[src/rtl/mmio_timer_slave.sv]
// Memory-mapped down-counting timer with prescaler, one-shot or auto-reload
// modes, a write-1-to-clear expiry flag and a level interrupt.
module mmio_timer_slave #(
  parameter int DATA_WIDTH     = 32,
  parameter int ADDR_WIDTH     = 7,
  parameter int PRESCALE_WIDTH = 16
) (
  input  logic                  clk,
  input  logic                  rst,
  input  logic [ADDR_WIDTH-1:0] address,
  input  logic [DATA_WIDTH-1:0] wd,
  input  logic                  we,
  input  logic                  re,
  output logic [DATA_WIDTH-1:0] rd,
  output logic                  irq
);

  typedef enum logic [2:0] {
    REG_CTRL     = 3'd0,
    REG_LOAD     = 3'd1,
    REG_COUNT    = 3'd2,
    REG_STATUS   = 3'd3,
    REG_PRESCALE = 3'd4
  } reg_sel_e;

  logic                      en_q;
  logic                      auto_reload_q;
  logic                      irq_en_q;
  logic                      expired_q;
  logic [DATA_WIDTH-1:0]     load_q;
  logic [DATA_WIDTH-1:0]     count_q;
  logic [PRESCALE_WIDTH-1:0] prescale_q;
  logic [PRESCALE_WIDTH-1:0] pcnt_q;

  logic [2:0] sel;
  logic       wr_ctrl;
  logic       wr_load;
  logic       wr_status;
  logic       wr_prescale;
  logic       tick;
  logic       expire;
  logic [ADDR_WIDTH-4:0] unused_addr_bits;

  assign sel              = address[4:2];
  assign unused_addr_bits = {address[ADDR_WIDTH-1:5], address[1:0]};

  assign wr_ctrl     = we && (sel == REG_CTRL);
  assign wr_load     = we && (sel == REG_LOAD);
  assign wr_status   = we && (sel == REG_STATUS);
  assign wr_prescale = we && (sel == REG_PRESCALE);

  assign tick   = en_q && (pcnt_q == prescale_q);
  assign expire = tick && (count_q == '0);

  always_ff @(posedge clk or posedge rst) begin
    if (rst) begin
      en_q          <= 1'b0;
      auto_reload_q <= 1'b0;
      irq_en_q      <= 1'b0;
      expired_q     <= 1'b0;
      load_q        <= '0;
      count_q       <= '0;
      prescale_q    <= '0;
      pcnt_q        <= '0;
    end else begin
      // Clear is placed before the expiry update so a same-edge expiry wins.
      if (wr_status && wd[0]) expired_q <= 1'b0;

      if (tick) begin
        pcnt_q <= '0;
        if (count_q != '0) begin
          count_q <= count_q - DATA_WIDTH'(1);
        end else begin
          expired_q <= 1'b1;
          if (auto_reload_q) count_q <= load_q;
          else               en_q    <= 1'b0;
        end
      end else if (en_q) begin
        pcnt_q <= pcnt_q + PRESCALE_WIDTH'(1);
      end

      // Bus write to CTRL comes last so its en overrides a one-shot auto-disable.
      if (wr_ctrl) begin
        en_q          <= wd[0];
        auto_reload_q <= wd[1];
        irq_en_q      <= wd[2];
        if (wd[0] && !en_q) begin
          count_q <= load_q;
          pcnt_q  <= '0;
        end
      end

      if (wr_load)     load_q     <= wd;
      if (wr_prescale) prescale_q <= wd[PRESCALE_WIDTH-1:0];
    end
  end

  always_comb begin
    rd = '0;
    if (re) begin
      case (sel)
        REG_CTRL:     rd[2:0] = {irq_en_q, auto_reload_q, en_q};
        REG_LOAD:     rd = load_q;
        REG_COUNT:    rd = count_q;
        REG_STATUS:   rd[0] = expired_q;
        REG_PRESCALE: rd[PRESCALE_WIDTH-1:0] = prescale_q;
        default:      rd = '0;
      endcase
    end
  end

  assign irq = expired_q & irq_en_q;

endmodule
[config.mk]
export PLATFORM = sky130hd
export DESIGN_NAME = mmio_timer_slave
export DESIGN_NICKNAME = d
export VERILOG_FILES = /design/src/rtl/mmio_timer_slave.sv
export SDC_FILE = /design/constraint.sdc
export NUM_CORES = 1
export LEC_CHECK = 0
export CAP_MARGIN = 10
export CORE_UTILIZATION = 40
export CTS_BUF_LIST = sky130_fd_sc_hd__clkbuf_4
export CTS_CLUSTER_SIZE = 14
export DETAILED_ROUTE_END_ITERATION = 8
export PLACE_DENSITY_LB_ADDON = 0.1
export SLEW_MARGIN = 25
export SYNTH_ARGS = -nofsm -noshare
export SYNTH_HDL_FRONTEND = slang
export SYNTH_SLANG_ARGS = --single-unit
[constraint.sdc]
create_clock -name clk -period 2.99 [get_ports clk]
set_input_delay 0.598 -clock clk [delete_from_list [all_inputs] [get_ports clk]]
set_output_delay 0.598 -clock clk [all_outputs]
set_load 0.02 [all_outputs]
* Word level (Yosys, flattened, before mapping)
Cells that the tools add are included.
Storage, ports and cells: register bits 100, bits of input ports 43, output and inout bits 33, logic and storage cells 51
Cells by class: add/subtract/negate cells 2, equal/unequal tests 7, mux-type cells 21, bitwise logic cells 1, reduce and logical (&&, ||, !) cells 12
Operators with widths (count):
- 32-bit 2-to-1 mux | 6
- 16-bit 2-to-1 mux | 4
- 13-bit one-hot mux with 3 select lines | 1
- 16-bit one-hot mux with 2 select lines | 1
- 32-bit nonzero test | 1
- 32-bit by 1-bit subtractor with 32-bit output, second input constant | 1
- 16-bit by 1-bit adder with 16-bit output, second input constant | 1
- 16-bit == test | 1
- 2-bit one-hot mux with 4 select lines | 1
- 1-bit logical AND | 7
- 1-bit 2-to-1 mux | 7
- 3-bit by 2-bit == test with 1-bit output, second input constant | 2
- 1-bit one-hot mux with 5 select lines | 1
- 3-bit by 1-bit == test with 1-bit output, second input constant | 1
- 3-bit == test, second input constant | 1
- 3-bit zero test | 1
- 3-bit AND reduction | 1
- 2-bit by 1-bit inequality test with 1-bit output, second input constant | 1
- 2-bit inequality test, second input constant | 1
- 2-bit nonzero test | 1
- 1-bit bitwise AND | 1
- 1-bit zero test | 1

* Depth between registers and ports, before layout
word-level depth 6, depth in mapped cells 10, gate-level depth less buffers 8

* Worst setup path after synthesis
No wires, ideal clock.
path kind input-to-output, start input address[4], end output rd[24], arrival time 2.271 ns, data required time 2.392 ns, setup slack 0.121 ns, stages 8, buffers on the path 4, path through clkbuf_1 nor2b_1 clkbuf_1 and2_1 clkbuf_1 clkbuf_1 a22oi_1 nor2b_1
Between the ends: longest elaborated chain between the ends 3, elaborated cells on any way between the ends 4, those cells by class 2 x eq/ne; 2 x mux
RTL lines:
- start, declared | RTL line 10 | input logic [ADDR_WIDTH-1:0] address,
- 3-bit by 2-bit == test with 1-bit output / 3-bit by 1-bit == test with 1-bit output (equally long branches) | RTL line 101 | case (sel)
- 16-bit one-hot mux with 2 select lines (*) | RTL line 101
- 32-bit 2-to-1 mux (*) | RTL line 100 | if (re) begin
- end, declared | RTL line 14 | output logic [DATA_WIDTH-1:0] rd,
Every way passes the cells marked *; elsewhere a longest branch is shown, timed or not.

* Final worst setup path
start input address[4], end output rd[5]
Between the ends: longest elaborated chain between the ends 3, elaborated cells on any way between the ends 5, those cells by class 3 x eq/ne; 2 x mux
RTL lines (RTL line):
- 3-bit == test, or another cell as far along | 101
- 13-bit one-hot mux with 3 select lines (*) | 101
- 32-bit 2-to-1 mux (*) | 100
Marked as above.

==> results.ini <==
[cells_and_area]
multi_input_comb_area_um2 = 3550
drive_gt1_frac = 0.167
synthToLayoutAreaGrowth_pct = 21.0
final_nets = 807
num-fill-cells = 1479
design_area_um2 = 7610
regArea_um2 = 2500

[grt]
grt_util_met1 = 0.294
gr-total-overflow = 0
grt_max_degree = 71
grt_pass1_vias = 5647
use_met2 = 0.392
grt.met3_usage = 0.0360
grt_use_total = 0.229
grt-busiest-layer = met2
antenna_found_initial = 1
grt_pass1_wl_mm = 29.1

[floorplanning]
core_um2 = 15300
ioPinCount = 76
die_h_um = 127
initial_core_util = 0.412
die_w_um = 127
rows = 45
dieArea_um2 = 16200

[place]
place_area_um2 = 7490
io_buffers = 71
dp_hpwl_mm = 12.7
place_congestion = 0.894

[routing]
drc_errors = 0
num_vias = 5539
viasPerCell = 5.67
dr.pass1.iters = 5
drt_wl_total_mm = 17.4
wire_per_inst_um = 17.8
ant_nets = 0
drt-initial-drc-count = 335

[critical_path]
r2r_setup_slack_ns = 0.17
required_ns = 2.39
end_kind = primary output
r2r_end = count_q[12]$_DFF_PP0_
r2r_cells = 9
crit_family = buffers and inverters
path_cells = clkdlybuf4s50_1 > buf_4 > o21ai_0 > o311ai_2 > buf_12 > nor2_1 > dlygate4sd2_1
crit_path_max_fanout = 13
critPathLaunch = address[4]
startpoint_type = primary input
slowest_stage = clkdlybuf4s50_1
cp.depth = 7
crit_buf_inv = 4
crit_end = rd[5]
slowest_delay_ns = 0.45
critPathArrivalTime_ns = 2.30
reg2reg_from = count_q[0]$_DFF_PP0_
critPathKind = in2out

[logic_synthesis]
synthFlopType = dfrtp_1
yosys.area.top_type = dfrtp_1
syn-num-nets = 738
synth_edf_count = 0
synthTopCellsByArea = dfrtp_1 40%, mux2_2 8.8%, a22oi_1 4.4%
synthTopCellsByCount = 100 x dfrtp_1, 70 x nor2_1, 49 x mux2_2, 46 x nand2_1
async_reset_ff_frac = 1.00
synth-seq-cells = 100
ys_types = 61
synth.top_cell.area_share = 0.398
avgSynthCellArea_um2 = 9.09
synth.cell_area_um2 = 6290
yosysMostFrequentCell = dfrtp_1
ys_seq_area_frac = 0.398
syn_inst = 692
ys_warn_count = 0

[timing]
clock_skew_ns = 0.0169
min_period_over_period = 0.971
final.min_clock_period_ns = 2.90
relSlewSlack = 0.528
rsz0062_at_grt = false
whs_ns = 0.551
finalMaxSlewViolations = 0
tns_ns = 0
fmax_ghz = 0.345
setup_violations = 0
worstMarginPinSlew_ns = 0.708
hold_viol_final = 0

[cts]
post_cts_buffers = 0
cts_tree = built
cts_htree_levels = 3
clk_latency_ns = 0.49
postCtsHoldBufs = 0
cts.sinks = 100
cts-buffers-inserted = 9
cts_resized = 37
path_clk_slew_ns = 0.15
cts.path.max_buffers = 2
root_buffer = clkbuf_4

[run_status]
status = finished clean

[pwr]
p_sw_uw = 1810
clock_power_share = 0.172
share_comb_of_total_power = 0.352
seq_power_share = 0.476
powerDensity_nw_per_um2 = 624
ir_worst_vdd_mv = 0.332
leakage_uw = 0.00309
p_int_uw = 2940
p_sw_frac = 0.381

[run]
drv_cap = 0

[min_path]
hold_class = reg2reg
hold_start = irq_en_q$_DFFE_PP0P_

metrics by stage:
| step | setup slack, ns | total power (uW) | util | cells |
|---|---|---|---|---|
| finish | 0.0879 | 4750 | 0.499 | 977 |
| global route | 0.000106 | 5110 | 0.499 | 977 |
| CTS | 0.0806 | 4790 | 0.500 | 976 |
| detailed placement | -0.230 | 3970 | 0.491 | 961 |
| global placement | -0.253 | 3900 | 0.491 | 961 |
| floorplan | 0.121 | 3380 | - | 692 |
worst min path at each step:
| stage | to | depth (start not counted) | slack [ns] |
|---|---|---|---|
| 3_3_place_gp | irq_en_q$_DFFE_PP0P_ | 1 | 0.51 |
| 2_1_floorplan | expired_q$_DFF_PP0_ | 2 | 0.48 |
| 6_report | irq_en_q$_DFFE_PP0P_ | 1 | 0.55 |
| 5_1_grt | pcnt_q[0]$_DFF_PP0_ | 3 | 0.55 |
| 3_5_place_dp | irq_en_q$_DFFE_PP0P_ | 1 | 0.52 |
| 4_1_cts | pcnt_q[15]$_DFF_PP0_ | 3 | 0.54 |
layout make-up:
cell class	count	share of cell area
multi-input combinational	527	0.467
timing repair buffer	115	0.145
clock buffer	9	0.00887
tap	211	0.0347
clock inverter	6	0.0117
inverter	8	0.00444
sequential	100	0.329
antenna	1	0.000329
sequential cells by signal (all words and copies together) (netlist names):
name,flops
count_q,32
load_q,32
pcnt_q,16
prescale_q,16
auto_reload_q,1
en_q,1
expired_q,1
irq_en_q,1
cells in the final DEF (no fill, tap or decap), types with 4 or more instances in the layout:
| cell type | count |
|---|---|
| clkbuf_4 | 9 |
| buf_4 | 33 |
| o311ai_0 | 4 |
| nand3_1 | 12 |
| clkdlybuf4s50_1 | 39 |
| a31oi_1 | 9 |
| dfrtp_1 | 100 |
| nor2_1 | 70 |
| nor4_1 | 18 |
| nand2_1 | 46 |
| o21ai_0 | 16 |
| o31ai_1 | 20 |
| a211oi_1 | 6 |
| or3_1 | 4 |
| xor2_1 | 22 |
| inv_1 | 7 |
| a21oi_1 | 44 |
| nor3_1 | 20 |
| mux2_2 | 49 |
| nor2b_1 | 17 |
| and3_1 | 11 |
| and2_1 | 9 |
| or4_1 | 8 |
| a22oi_1 | 37 |
| xnor2_1 | 14 |
| nand4_1 | 5 |
| nand2b_1 | 16 |
| dlygate4sd2_1 | 28 |
| mux2i_1 | 12 |
| o211ai_1 | 5 |
| buf_12 | 8 |
worst reg2reg max path: cells and delay by family (launching register included):
family / cells / cell delay (ns)
simple gates: 3 / 1.20
compound gates: 3 / 0.51
flops: 1 / 0.49
buf+inv: 2 / 0.35
fa+ha+maj: 1 / 0.18
power groups by stage:
stage                     Clock [uW]  Sequential, uW  Combinational [uW]
after floorplan                    0            2090                1300
after global placement             0            2270                1630
after detailed placement           0            2290                1680
after CTS                        856            2260                1680
after global routing             896            2350                1860
final                            816            2260                1670
cell families (layout without fill, tap and decap cells):
| logic type | Yosys count | after routing | share of synthesized area |
|---|---|---|---|
| simple gates | 256 | 256 | 0.212 |
| compound gates | 171 | 171 | 0.184 |
| flops | 100 | 100 | 0.398 |
| buf+inv | 65 | 138 | 0.0437 |
| mux | 61 | 61 | 0.107 |
| xor+xnor | 36 | 36 | 0.0501 |
| fa+ha+maj | 3 | 3 | 0.00597 |
| other cells | 0 | 1 | 0 |
routing by layer:
metal  wire length, um  part of all wire
met4               333             0.019
met3               618             0.035
met2              8370              0.48
met5                 0                 0
met1              8120              0.47
No activity file was read; power rests on OpenSTA's default activity.
==> edit, RTL diff (config.mk and constraints unchanged) <==
Make the reset (`rst`) synchronous in one clocked block.
--- a/src/rtl/mmio_timer_slave.sv
+++ b/src/rtl/mmio_timer_slave.sv
@@ -54,3 +54,3 @@
 
-  always_ff @(posedge clk or posedge rst) begin
+  always_ff @(posedge clk) begin
     if (rst) begin
Behaviour: differs if rst is asserted again (counterexample within 4 cycles, from zero or initial values and one cycle with rst high); with rst held inactive, the same outputs for 4 cycles.
==> edit against the unedited design <==
- routed wire length increased by 17%
- area after synthesis shrank 7.3%
- setup slack improved by 0.0026 ns
- sequential share of layout area fell by 5.0 points
- final area is 5.6% lower
- global-route usage grew 5.2 points
- sequential cell count is the same
- synthesized cell count rose by 14%
Power is not compared: it rests on default switching activity, and its combinational part moved more than twofold at a synthesized area within 25%.
==> edit: results (changes against the unedited design) <==
* Status: finished, final reports clean
* Largest net degree at the start of global routing at 57 (-20%)
* Drt pass-1 iters at 6 (+1)
* Adder-Cell Fraction of Synth Area at 0.644% (+0.047 points)
* Vias in the first global route at 6020 (+6.6%)
* DR vias at 6231 (+12%)
* Top_reg_cell synth: dfxtp_1
* Max FO, Critical Path at 10 (-3)
* Worst Hold Class: primary input to flop
* Seq/Total Area, Yosys at 34.3% (-5.4 points)
* Top post-synthesis cells by area: dfxtp_1 34%, nand2_1 9.3%, a21oi_1 7.3%
* Worst-Margin Slew at 0.651 ns (-0.0563 ns)
* Total track usage at 28.1% (+5.2 points)
* M1 GR Usage at 35.0% (+5.7 points)
* Post-synth top cells: 145 x nand2_1, 100 x dfxtp_1, 85 x a21oi_1, 80 x nor2_1, 45 x clkbuf_1
* Met3 Use GR at 5.44% (+1.8 points)
* Per-cell routed wire length at 19.1 um (+7.2%)
* Antenna cell count at 0 (-1)
* Yosys cell types at 62 (+1.6%)
* Placer congestion estimate at 0.907 (+1.4%)
* Fin nets at 929 (+15%)
* Dpl ws at -0.218 ns (+0.0119 ns)
* Syn Nets at 837 (+13%)
* Mux cell area share after synthesis at 1.74% (-8.9 points)
* DP HPWL at 15600 um (+23%)
* Post-synthesis compound-gate area fraction at 24.8% (+6.5 points)
* Synth async-reset ratio at 0% (-100 points)
## edit: what timing repair did
| action | in CTS | in global routing |
|---|---|---|
| resized for setup | 34 | 36 |
| endpoints found under the setup margin | 32 | 26 |
| buffers inserted | 0 | 0 |
## edit: area by class of cell
class                   instances  share of cell area, %
multi-input cells             625                   50.2
flip-flops and latches        100                   27.8
repair buffers                136                   16.5
clock buffers                   9                  0.940
clock inverters                 7                  0.853
well taps                     180                   3.13
inverters                      11                  0.574
## edit: critical path: stages
cell,delay [ns]
clkdlybuf4s50_1,0.48
buf_4,0.14
nor2b_1,0.04
buf_4,0.16
o311ai_2,0.22
buf_4,0.21
buf_12,0.13
nor2_1,0.04
clkdlybuf4s15_1,0.28
## edit: where the power goes
group	internal [mW]	switching [mW]	total, mW
clock	0.186	0.515	0.701
sequential	1.35	0.0261	1.38
combinational	0.253	0.373	0.626
total	1.79	0.914	2.71
## edit: worst paths after layout
kind,startpoint,end,slack [ns],cells after the start
max,address[2],rd[8],0.09,9
min reg2reg,load_q[15],load_q[15],0.49,2
min,rst,count_q[12],0.43,2
max reg2reg,count_q[0],count_q[24],0.16,9
## edit: logic make-up after synthesis
kind of cell | Yosys count
buf+inv | 66
flops | 100
xor+xnor | 31
compound gates | 227
mux | 10
fa+ha+maj | 3
simple gates | 354
## edit: metrics by stage
step,cells,instance area [um^2]
global placement,1052,7120
detailed placement,1052,7120
floorplan,791,5860
CTS,1068,7210
global route,1068,7190
finish,1068,7190
## edit: layer usage
metal / routed length (um) / part of all wire, %
met2: 9770 / 48
met1: 8910 / 44
met4: 582 / 2.8
met3: 1170 / 5.7
met5: 0 / 0
